--- src/rtl/seg7_scan_driver.sv ---
// Scans a latched 32-bit value as 8 hex digits on a common-anode 7-seg display.
// New values take effect only at frame boundaries. Each digit slot opens with an anode-off gap.
module seg7_scan_driver #(
    parameter int unsigned DIV       = 12500,
    parameter int unsigned BLANK_CYC = 100
) (
    input  logic        CLK100,
    input  logic        resetn,
    input  logic [31:0] data_i,
    input  logic        load_i,
    input  logic [7:0]  blank_i,
    input  logic [7:0]  dp_i,
    input  logic        lzb_en_i,
    output logic [7:0]  AN,
    output logic [6:0]  seg_o,
    output logic        DP,
    output logic        frame_o
);

    localparam int unsigned     CntW   = (DIV > 1) ? $clog2(DIV) : 1;
    localparam logic [CntW-1:0] CntMax = CntW'(DIV - 1);

    logic [CntW-1:0] cnt_q, cnt_d;
    logic [2:0]      idx_q, idx_d;
    logic [31:0]     shadow_q, shadow_d;
    logic [31:0]     disp_q, disp_d;
    logic            pending_q, pending_d;
    logic [7:0]      an_q, an_d;
    logic [6:0]      seg_q, seg_d;
    logic            dp_q, dp_d;
    logic            frame_q, frame_d;

    logic       slot_end;
    logic       commit;
    logic       in_blank;
    logic       digit_dark;
    logic [2:0] msd;
    logic [3:0] nibble;

    function automatic logic [6:0] hex_decode(input logic [3:0] nib);
        logic [6:0] s;
        case (nib)
            4'h0:    s = 7'b0000001;
            4'h1:    s = 7'b1001111;
            4'h2:    s = 7'b0010010;
            4'h3:    s = 7'b0000110;
            4'h4:    s = 7'b1001100;
            4'h5:    s = 7'b0100100;
            4'h6:    s = 7'b0100000;
            4'h7:    s = 7'b0001111;
            4'h8:    s = 7'b0000000;
            4'h9:    s = 7'b0000100;
            4'hA:    s = 7'b0001000;
            4'hB:    s = 7'b1100000;
            4'hC:    s = 7'b0110001;
            4'hD:    s = 7'b1000010;
            4'hE:    s = 7'b0110000;
            default: s = 7'b0111000;
        endcase
        return s;
    endfunction

    // A zero-length blanking window must not produce a compare against zero.
    if (BLANK_CYC == 0) begin : g_no_blank
        assign in_blank = 1'b0;
    end else begin : g_blank
        assign in_blank = (cnt_q < CntW'(BLANK_CYC));
    end

    // Highest nonzero nibble; stays 0 for an all-zero value so digit 0 always shows.
    always_comb begin
        msd = 3'd0;
        for (int k = 1; k < 8; k++) begin
            if (disp_q[4*k +: 4] != 4'h0) msd = 3'(k);
        end
    end

    always_comb begin
        slot_end   = (cnt_q == CntMax);
        commit     = slot_end && (idx_q == 3'd7);
        cnt_d      = slot_end ? '0 : cnt_q + 1'b1;
        idx_d      = slot_end ? idx_q + 3'd1 : idx_q;
        shadow_d   = load_i ? data_i : shadow_q;
        disp_d     = (commit && pending_q) ? shadow_q : disp_q;
        pending_d  = load_i | (pending_q & ~commit);
        frame_d    = commit;
        nibble     = disp_q[{idx_q, 2'b00} +: 4];
        digit_dark = blank_i[idx_q] | (lzb_en_i & (idx_q > msd));

        an_d  = 8'hFF;
        seg_d = 7'h7F;
        dp_d  = 1'b1;
        if (!in_blank) begin
            an_d  = ~(8'b1 << idx_q);
            seg_d = digit_dark ? 7'h7F : hex_decode(nibble);
            dp_d  = ~dp_i[idx_q];
        end
    end

    always_ff @(posedge CLK100) begin
        if (!resetn) begin
            cnt_q     <= '0;
            idx_q     <= 3'd0;
            shadow_q  <= 32'h0;
            disp_q    <= 32'h0;
            pending_q <= 1'b0;
            an_q      <= 8'hFF;
            seg_q     <= 7'h7F;
            dp_q      <= 1'b1;
            frame_q   <= 1'b0;
        end else begin
            cnt_q     <= cnt_d;
            idx_q     <= idx_d;
            shadow_q  <= shadow_d;
            disp_q    <= disp_d;
            pending_q <= pending_d;
            an_q      <= an_d;
            seg_q     <= seg_d;
            dp_q      <= dp_d;
            frame_q   <= frame_d;
        end
    end

    assign AN      = an_q;
    assign seg_o   = seg_q;
    assign DP      = dp_q;
    assign frame_o = frame_q;

endmodule

--- config.mk ---
export PLATFORM = sky130hd
export DESIGN_NAME = seg7_scan_driver
export DESIGN_NICKNAME = d
export VERILOG_FILES = /design/src/rtl/seg7_scan_driver.sv
export SDC_FILE = /design/constraint.sdc
export NUM_CORES = 1
export LEC_CHECK = 0
export CORE_ASPECT_RATIO = 0.75
export CORE_MARGIN = 2
export CORE_UTILIZATION = 48
export CTS_CLUSTER_DIAMETER = 100
export DETAILED_ROUTE_END_ITERATION = 10
export PLACE_DENSITY = 0.73
export SETUP_SLACK_MARGIN = 0.3
export SKIP_LAST_GASP = 1
export SLEW_MARGIN = 30
export SYNTH_ARGS = -nofsm -noshare
export SYNTH_HDL_FRONTEND = slang
export SYNTH_SLANG_ARGS = --single-unit
--- constraint.sdc ---
create_clock -name CLK100 -period 5.5 [get_ports CLK100]
set_input_delay 1.1 -clock CLK100 [delete_from_list [all_inputs] [get_ports CLK100]]
set_output_delay 1.1 -clock CLK100 [all_outputs]
set_load 0.05 [all_outputs]
==> flow_summary_export.csv, run 1 <==
group,metric,value,unit
run,drv_cap,0,
layout,nets,573,
route,drc,0,
clock_network,cts-resized-gates,0,
logic_synthesis,yosysTopAreaCellShare,46.85,%
timing,maxSlewHeadroom,44.49,%
clock_network,clk_path_buf_depth,2,
logic_synthesis,async_flop_share,0,%
clock_network,postCtsHoldBufs,0,
clock_network,cts.clk_slew.worst_paths,0.07,ns
worst_hold_path,hold_class,"register to register",
clock_network,cts_made_buffers,9,
global_route,grt_use_total,19.09,%
setup_path,cp_data_required_time,5.67,ns
route,ant_nets,0,
setup_path,cp_max_fo,70,
timing,rsz0062_at_grt,"false",
timing,setup_viol,0,
route,drt_pass1_iterations,4,
status,status,"finished, final reports clean",
route,drt-total-wl,8924,um
timing,hold_viol_final,0,
die,coreArea,8527,um2
route,drt_iter0_markers,163,
logic_synthesis,syn-num-nets,518,
die,start_util,49.61,%
clock_network,clock_latency,0.34,ns
pwr,power.density,278.2,nW/um2
global_route,grt-ovfl-total,0,
worst_hold_path,min_from,"shadow_q[25]",
clock_network,clkSinkCount,99,
timing,skew,0.006606,ns
timing,tightest_slew,0.8096,ns
route,vias,3259,
timing,period_share,52.61,%
pwr,p_leak,2.022,nW
logic_synthesis,ys_warn_count,0,
pwr,peakVddDrop,0.0002516,V
global_route,antenna_found_initial,0,
layout,fillers,753,
setup_path,r2r_start,"disp_q[20]",
setup_path,path_class,"input port to register",
logic_synthesis,yosys_most_used_dff,"dfxtp_1",
global_route,grt_max_degree,71,
logic_synthesis,postSynthCellCount,450,
logic_synthesis,synth_seq_cells,99,
timing,max_freq,345.6,MHz
timing,worst_slack,2.606,ns
logic_synthesis,synth_edf_count,0,
place,gp_congestion,0.8209,
timing,slew_violations,0,
clock_network,cts_tree,"built",
global_route,first_global_vias,3220,
route,viasPerCell,5.273,
die,die_area,9588,um2
logic_synthesis,ys_types,40,
die,die_x,112.4,um
global_route,grt_first_pass_wirelength,14810,um
layout,layout_common_cells,"dfxtp_1 (98), nand2_1 (88), clkdlybuf4s50_1 (67)",
logic_synthesis,yosysTopAreaCell,"dfxtp_1",
logic_synthesis,avgSynthCellArea,9.401,um2
layout,syn_to_final_growth,23.93,%
logic_synthesis,synth-seq-area-share,46.85,%
clock_network,h-tree-depth,3,
logic_synthesis,ys_top_cells_by_area,"dfxtp_1 (47%), mux2i_1 (9.5%), nand2_1 (7.8%)",
logic_synthesis,syn_area,4230,um2
place,pre_cts_slack,2.244,ns
die,floorplan.die.height,85.30,um
layout,final_common_cell,"dfxtp_1",
timing,period_minus_slack,2.894,ns
clock_network,cts_setup_buffers,0,
setup_path,critPathArrivalTime,3.07,ns
route,routedWlPerCell,14.44,um
layout,antennaDiodeCount,0,
setup_path,critPathCaptureType,"register",
timing,fin_setup_tns,0,ns
die,rows,29,
layout,drive_above_1_share,7.647,%
place,io_buffers,68,
clock_network,cts-root-buf,"clkbuf_16",
place,dpl.hpwl,6314,um
setup_path,cp-start-kind,"input port",
setup_path,crit_start,"resetn",
die,io-pin-count,69,
[metal layers]
layer  vias up  track usage, %  wire length [um]
met1      1526           24.15              4207
li1       1645               -                 -
met5         -               0                 0
met2        76           31.65              4138
met3        12           6.429               487
met4         0           4.989                90
[path summary, 6_finish.rpt]
path | cells after the start | end | slack (ns)
worst max-delay path | 6 | seg_o[0] | 2.61
worst min-delay path | 2 | disp_q[25] | 0.45
worst max register to register | 10 | seg_o[0] | 2.74
worst min register to register | 2 | disp_q[25] | 0.45
[state kept, by name (all words and copies together), names as in the netlist]
register / cells
shadow_q: 32
seg_o: 7
cnt_q: 14
idx_q: 3
DP: 1
frame_o: 1
AN: 8
disp_q: 32
pending_q: 1
[logic make-up after synthesis]
logic type                 count (synthesis)  share of synthesized area (%)
and+or+nand+nor                          183                          18.75
xor gates and xnor gates                  13                          2.692
buffers and inverters                     34                          3.756
adders and majority gates                 16                          4.732
muxes                                     54                          16.39
AOI/OAI and AO/OA                         51                          6.833
DFF                                       99                          46.85
[cell usage after synthesis, types with 2 or more instances]
cell / n
mux2i_1: 40
a21oi_1: 37
buf_2: 4
nor2_1: 57
and4_1: 2
nor4_1: 6
clkinv_1: 2
nand2_1: 88
nand2b_1: 5
or2_2: 2
ha_1: 16
inv_1: 7
nand4_1: 3
nor3_1: 2
o221ai_1: 3
clkbuf_1: 16
nand3_1: 11
xor2_1: 8
dfxtp_1: 99
mux2_2: 2
mux4_2: 12
buf_6: 3
o211ai_1: 4
xnor2_1: 5
[worst max-delay path: stages]
cell,delay [ns]
clkdlybuf4s50_1,0.49
clkinv_1,0.07
buf_4,0.32
a21oi_1,0.49
and4_1,0.41
o221ai_1,0.17
[per-stage QoR]
step	instances	util (%)	cell area [um2]	power (mW)	hold WS, ns
5_1_grt	618	61.48	5243	1.511	0.4734
3_3_place_gp	602	57.74	4923	0.8387	0.4405
3_5_place_dp	602	57.81	4930	0.8417	0.4472
2_1_floorplan	450	-	4230	0.7963	0.4297
6_report	618	61.48	5243	1.459	0.4546
4_1_cts	618	61.39	5235	1.471	0.4566
[where the power goes]
part           total [mW]  switching [mW]  internal [mW]
Clock               0.634           0.258          0.376
Combinational      0.0818          0.0314         0.0504
Sequential          0.743         0.00952          0.733
[cell type report]
| class | count | area, um2 | share of cell area (%) |
|---|---|---|---|
| Clock buffer | 12 | 256.5 | 4.893 |
| Multi-Input combinational cell | 317 | 2100 | 40.05 |
| Timing Repair Buffer | 69 | 685.7 | 13.08 |
| Sequential cell | 99 | 1983 | 37.83 |
| Clock inverter | 4 | 48.80 | 0.9308 |
| Inverter | 9 | 33.78 | 0.6444 |
| Tap cell | 108 | 135.1 | 2.578 |
No activity file was read; power rests on OpenSTA's default activity.
==> run 2: changes to the inputs <==
--- a/config.mk
+++ b/config.mk
@@ -10,7 +10,7 @@
 export CORE_UTILIZATION = 48
 export CTS_CLUSTER_DIAMETER = 100
 export DETAILED_ROUTE_END_ITERATION = 10
-export PLACE_DENSITY = 0.73
+export PLACE_DENSITY = 0.76
 export SETUP_SLACK_MARGIN = 0.3
 export SKIP_LAST_GASP = 1
 export SLEW_MARGIN = 30
==> constraint.sdc (replaced) <==
create_clock -name CLK100 -period 2.55 [get_ports CLK100]
set_input_delay 0.51 -clock CLK100 [delete_from_list [all_inputs] [get_ports CLK100]]
set_output_delay 0.51 -clock CLK100 [all_outputs]
set_load 0.05 [all_outputs]
==> flow_summary_export.csv, run 2 (synthesis gave the netlist of run 1 again) <==
group,metric,value,unit
setup_path,cp-start-kind,"register",
place,placed_area,5025,um2
layout,layout_common_cells,"dfxtp_1 (96), nand2_1 (88), clkdlybuf4s50_1 (67)",
global_route,grt-ovfl-total,0,
setup_path,r2r_slack,0.14,ns
setup_path,path_class,"register to register",
timing,skew,0.005370,ns
layout,final_common_cell,"dfxtp_1",
route,routedWlPerCell,13.83,um
timing,maxSlewHeadroom,54.83,%
status,status,"finished, final reports clean",
clock_network,cts_made_buffers,9,
layout,syn_to_final_growth,27.18,%
clock_network,clk_path_buf_depth,2,
global_route,grt_use_total,19.26,%
route,drt_iter0_markers,189,
place,io_buffers,68,
setup_path,critPathArrivalTime,2.62,ns
clock_network,h-tree-depth,3,
global_route,first_global_vias,3245,
worst_hold_path,min_from,"shadow_q[10]",
route,drt-total-wl,8725,um
timing,max_freq,415.6,MHz
layout,top_regs,"disp_q: 32 flops, shadow_q: 32 flops, cnt_q: 14 flops",
timing,rsz0062_at_grt,"true",
setup_path,cp_data_required_time,2.77,ns
clock_network,clock_latency,0.34,ns
worst_hold_path,hold_class,"register to register",
die,rows,29,
run,drv_cap,0,
worst_hold_path,whs_path_depth,2,
pwr,power.density,590.7,nW/um2
layout,fin_area,5380,um2
setup_path,rr_worst_depth,10,
layout,drive_above_1_share,11.09,%
pwr,p_leak,2.097,nW
clock_network,cts_tree,"built",
timing,period_minus_slack,2.406,ns
die,floorplan.die.height,85.30,um
place,dpl.hpwl,6204,um
global_route,antenna_found_initial,0,
clock_network,clkSinkCount,99,
global_route,grt_first_pass_wirelength,14990,um
clock_network,cts-root-buf,"clkbuf_16",
die,coreArea,8527,um2
setup_path,r2r_start,"disp_q[23]",
pwr,peakVddDrop,0.0006506,V
timing,fin_setup_tns,0,ns
layout,antennaDiodeCount,0,
setup_path,critPathCaptureType,"register",
setup_path,cp_max_fo,7,
die,io-pin-count,69,
setup_path,r2r_end,"seg_o[1]",
timing,slew_violations,0,
route,viasPerCell,5.231,
global_route,grt_max_degree,70,
clock_network,cts.clk_slew.worst_paths,0.06,ns
timing,hold_viol_final,0,
die,die_area,9588,um2
layout,nets,587,
route,drc,0,
timing,period_share,94.35,%
route,vias,3301,
place,gp_congestion,0.8500,
die,start_util,49.61,%
timing,tightest_slew,0.6775,ns
setup_path,crit_start,"disp_q[23]",
route,drt_pass1_iterations,4,
die,die_x,112.4,um
route,ant_nets,0,
worst_hold_path,min_to,"disp_q[10]",
timing,setup_viol,0,
-- run 2: worst max-delay path, cell delays in order (launching register included) --
cell      delay, ns
dfxtp_2        0.32
or4_4          0.52
nand2b_4       0.16
a21oi_2        0.09
nor2_1         0.06
ha_1           0.28
nor2b_1        0.13
o21a_1         0.16
o211ai_1       0.15
and4_4         0.30
o221ai_2       0.10
-- run 2: cell type report --
cell class | count | area (um2)
Clock buffer | 10 | 229.0
Clock inverter | 5 | 78.83
Fill cell | 737 | 3147
Inverter | 9 | 33.78
Multi-Input combinational cell | 317 | 2126
Sequential cell | 99 | 1986
Tap cell | 108 | 135.1
Timing Repair Buffer | 83 | 792.0
-- run 2: stage by stage --
stage	cells	hold slack (ns)	util, %	worst slack, ns	power, mW
final	631	0.4550	63.10	0.1440	3.178
after global routing	631	0.4750	63.10	0.02265	3.308
after CTS	630	0.4541	62.93	0.1406	3.214
after detailed placement	614	0.4453	58.93	0.02627	1.816
after global placement	614	0.4438	58.93	0.08196	1.810
after floorplan	450	0.4297	-	0.1696	1.717
-- run 2: metal layers --
metal / vias to the layer above / GRT usage (%) / wire length (um)
li1: 1668 / - / -
met1: 1543 / 25.14 / 4065
met2: 82 / 31.38 / 4002
met3: 8 / 6.929 / 573
met4: 0 / 3.548 / 84
met5: - / 0 / 0
-- run 2: how the worst max path moves through the flow --
| stage | end | slack [ns] | cells past startpoint |
|---|---|---|---|
| 2_1_floorplan | seg_o[0] | 0.17 | 11 |
| 3_3_place_gp | seg_o[0] | 0.08 | 10 |
| 3_5_place_dp | seg_o[0] | 0.03 | 10 |
| 4_1_cts | seg_o[4] | 0.14 | 10 |
| 5_1_grt | seg_o[4] | 0.02 | 10 |
| 6_report | seg_o[1] | 0.14 | 10 |
-- run 2: report_power, final --
group	switching [mW]	internal (mW)
sequential	0.0205	1.58
combinational	0.0686	0.109
clock	0.546	0.852
-- run 2: what timing repair did --
action,4_1_cts,5_1_grt
buffers inserted,1,1
pin swaps,2,1
gates cloned,0,0
setup endpoints to repair,7,46
resized for setup,7,3
hold buffers,0,0
hold endpoints to repair,0,0
